==> config.mk <==
export PLATFORM = sky130hd
export DESIGN_NAME = priority_finder_core
export DESIGN_NICKNAME = d
export VERILOG_FILES = /design/src/rtl/priority_finder_core.sv
export SDC_FILE = /design/constraint.sdc
export NUM_CORES = 1
export LEC_CHECK = 0
export CAP_MARGIN = 20
export CORE_AREA = 2 2 39 41
export DETAILED_ROUTE_END_ITERATION = 10
export DIE_AREA = 0 0 41 43
export GPL_TIMING_DRIVEN = 0
export SLEW_MARGIN = 20
export SYNTH_ARGS = -nofsm -noshare
export SYNTH_HDL_FRONTEND = slang
export SYNTH_SLANG_ARGS = --single-unit
==> constraint.sdc <==
create_clock -name clk -period 1.1 [get_ports clk]
set_clock_uncertainty 0.15 [all_clocks]
set_input_delay 0.11 -clock clk [delete_from_list [all_inputs] [get_ports clk]]
set_output_delay 0.11 -clock clk [all_outputs]
set_load 0.01 [all_outputs]
==> src/rtl/priority_finder_core.sv <==
// Priority finder: lowest/highest set bit of data_in, zero-latency result plus a 1-cycle registered copy; no backpressure.
// Optional combinational onehot output is enabled by defining PRIORITY_FINDER_ONEHOT_EN.
module priority_finder_core #(
   parameter int FIRST_PRIORITY = 1,
   parameter int WIDTH          = 4
) (
   input  logic                     clk,
   input  logic                     rst,
   input  logic [WIDTH-1:0]         data_in,
   output logic [$clog2(WIDTH)-1:0] index,
   output logic                     index_valid,
   output logic [$clog2(WIDTH)-1:0] index_r,
   output logic                     index_valid_r
`ifdef PRIORITY_FINDER_ONEHOT_EN
   ,
   output logic [WIDTH-1:0]         onehot
`endif
);

   localparam int IW = $clog2(WIDTH);

   logic [IW-1:0] w_index;
   logic          w_valid;
   logic [IW-1:0] r_index;
   logic          r_valid;

   // The scan direction is chosen so the last hit written is the winner;
   // with no bit set the default of zero survives.
   always_comb begin
      w_index = '0;
      if (FIRST_PRIORITY != 0) begin
         for (int i = WIDTH - 1; i >= 0; i--) begin
            if (data_in[i]) w_index = IW'(i);
         end
      end else begin
         for (int i = 0; i < WIDTH; i++) begin
            if (data_in[i]) w_index = IW'(i);
         end
      end
   end

   assign w_valid     = |data_in;
   assign index       = w_index;
   assign index_valid = w_valid;

   always_ff @(posedge clk) begin
      if (rst) begin
         r_index <= '0;
         r_valid <= 1'b0;
      end else begin
         r_index <= w_index;
         r_valid <= w_valid;
      end
   end

   assign index_r       = r_index;
   assign index_valid_r = r_valid;

`ifdef PRIORITY_FINDER_ONEHOT_EN
   logic [WIDTH-1:0] w_onehot;

   always_comb begin
      w_onehot = '0;
      for (int i = 0; i < WIDTH; i++) begin
         if (w_valid && (w_index == IW'(i))) w_onehot[i] = 1'b1;
      end
   end

   assign onehot = w_onehot;
`endif

endmodule

==> flow_metrics.env <==
export IMPL_outcome="complete, but fails checks"
export IMPL_violations="hold timing, setup timing"
export IMPL_syn_inst=12
export IMPL_cts_root_buf="clkbuf_4"
export IMPL_comb_power_share_pct=17.5
export IMPL_first_pass_iters=4
export IMPL_grt_setup_unrepaired="yes"
export IMPL_hold_viol=1
export IMPL_synth_cell_types=10
export IMPL_fin_crit_ns=1.141
export IMPL_final_period_utilization_pct=103.7
export IMPL_crit_chain="buf_6, or4_4, buf_6"
export IMPL_synth_ff_type="dfxtp_1"
export IMPL_drc=0
export IMPL_p_leak_nw=0.1488
export IMPL_yosysMostFrequentCell="dfxtp_1"
export IMPL_drt_wl_total_um=344
export IMPL_pwr_density_cell_mw_per_mm2=1238
export IMPL_path_clk_slew_ns=0.04
export IMPL_dp_slack_ns=-0.8050
export IMPL_holdWs_ns=-0.001127
export IMPL_ios=12
export IMPL_arrival_ns=0.88
export IMPL_grt_first_pass_wirelength_um=448
export IMPL_cts_max_level=1
export IMPL_setup_slack_ns=-0.04063
export IMPL_io_buffers=11
export IMPL_grtUsageTotal_pct=4.514
export IMPL_final_nets=36
export IMPL_setup_viol=1
export IMPL_cpMostUsedCell="buf_6"
export IMPL_nFillCells=154
export IMPL_num_antenna_cells=0
export IMPL_grt_max_degree=5
export IMPL_routedWlPerCell_um=7.644
export IMPL_area_growth_pct=143.9
export IMPL_cp_buffers_inverters=2
export IMPL_syn_nets=18
export IMPL_cpPeakStageDelay_ns=0.54
export IMPL_slowest_stage="or4_4"
export IMPL_fin_tns_setup_ns=-0.04063
export IMPL_required_ns=0.84
export IMPL_vias=147
export IMPL_synth_area_top_cells="dfxtp_1 49%, nor2b_4 11%, or4_4 9.2%, a211oi_1 6.1%, nand2b_1 5.1%"
export IMPL_place_gp_congestion=0.5692
export IMPL_ys_seq_area_share_pct=48.98
export IMPL_yosysWarnings=0
export IMPL_max_freq_ghz=0.8767
export IMPL_path_max_fanout=3
export IMPL_antenna_found_initial=0
export IMPL_grt_pass1_vias=130
export IMPL_end_kind="output port"
export IMPL_regArea_um2=60.06
export IMPL_core_area_mm2=0.001384
export IMPL_final_util_pct=21.61
export IMPL_hp_class="input pin to flip-flop"
export IMPL_first_iter_violations=1
export IMPL_cts_tree="done"
export IMPL_netlist_area_um2=122.6
export IMPL_critical_path_class="input pin to output port"
export IMPL_synth_edf_count=0
export IMPL_cpLargestDelayFamily="simple AND/OR/NAND/NOR gates"
export IMPL_grt_ovfl_total=0
export IMPL_dieHeight_um=43
export IMPL_yosysTopAreaCellShare_pct=48.98
export IMPL_p_sw_share_pct=21.87
export IMPL_die_w_um=41
export IMPL_worstMarginPinSlew_ns=0.2002
export IMPL_synth_avg_cell_area_um2=10.22
export IMPL_dieArea_mm2=0.001763
export IMPL_numClockSinks=3
export IMPL_clockBufferDepth=2
export IMPL_multiInputGateArea_um2=65.06
export IMPL_startpoint_type="input pin"
export IMPL_vdd_ir_drop_max_uv=235.4
export IMPL_p_switching_w=0.00008096
export IMPL_ant_nets=0
export IMPL_maxCapViolCount=0
export IMPL_detail_route_vias_per_cell=3.267
export IMPL_maxSlewHeadroom_pct=86.55
export IMPL_synthArstFlopShare_pct=0
export IMPL_pwr_share_clk_pct=51.3
export IMPL_yosys_register_bits=3
export IMPL_drive_gt1_share_pct=37.93
export IMPL_dp_hpwl_um=245.9
export IMPL_cts_buffers=3
export IMPL_internal_power_w=0.0002893
export IMPL_drv_slew=0
export IMPL_seq_power_share_pct=31.3
export IMPL_num_rows=14
export IMPL_initial_utilization_pct=8.861
export IMPL_yosysTopAreaCell="dfxtp_1"
==> cell families (layout without fill, tap and decap cells) <==
logic type / after synthesis / after routing / share of synthesized area (%)
flip-flops: 3 / 3 / 48.98
AND/OR/NAND/NOR: 6 / 6 / 37.75
AO/OA/AOI/OAI: 2 / 2 / 10.20
buffers and inverters: 1 / 18 / 3.058
==> layer usage <==
layer	GRT usage (%)	wire, µm	vias up
li1	-	-	77
met1	5.128	154	58
met2	4.375	141	12
met3	1.571	49	0
met4	8.000	0	0
met5	0	0	-
==> final timing paths <==
path	start	end	slack, ns	cells past startpoint
worst max-delay path	data_in[3]	index_valid	-0.04	3
worst min-delay path	data_in[1]	index_r[0]$_SDFF_PP0_	-0.001	3
==> worst min-delay path: stages <==
cell and delay [ns]:
buf_6 0.10, inv_1 0.06, a211oi_1 0.06
==> stage by stage <==
step	total power (W)	instances	cell area, µm²
3_5_place_dp	0.0001829	39	252.7
3_3_place_gp	0.0001827	39	252.7
6_report	0.0003702	45	299.0
5_1_grt	0.0003956	45	299.0
4_1_cts	0.0003750	44	267.8
2_1_floorplan	0.0001367	12	122.6
==> cell type report <==
cell class	instances	share of cell area, %
Sequential cell	3	20.08
Inverter	1	1.255
Timing Repair Buffer	13	41.42
Tap cell	16	6.695
Clock buffer	4	8.787
Multi-Input combinational cell	8	21.76
==> cells in the final DEF, fill, tap and decap left out, drive strengths merged <==
cell type	count
a211oi	1
a21oi	1
buf	5
clkbuf	4
clkdlybuf4s15	1
clkdlybuf4s50	1
dfxtp	3
dlygate4sd2	4
dlygate4sd3	1
dlymetal6s4s	1
inv	1
nand2b	1
nor2	1
nor2b	1
nor3	1
nor4	1
or4	1
==> what timing repair did <==
item | in CTS | in global routing
hold endpoints to repair | 2 | 1
setup endpoints to repair | 7 | 2
setup buffers | 0 | 0
pin swaps | 1 | 2
gates resized for setup | 28 | 5
hold buffers | 1 | 1
==> power by group through the flow <==
stage	sequential (W)	clock, W	combinational, W
CTS	0.000116	0.000204	0.0000555
floorplan	0.000121	0	0.0000158
detailed placement	0.000118	0	0.0000652
global route	0.000116	0.000209	0.0000700
finish	0.000116	0.000190	0.0000646
global placement	0.000118	0	0.0000651
==> registers in the layout (all words and copies together), names as in the netlist <==
| register | flops |
|---|---|
| index_r | 2 |
| index_valid_r | 1 |
(Power assumes the default switching activity.)
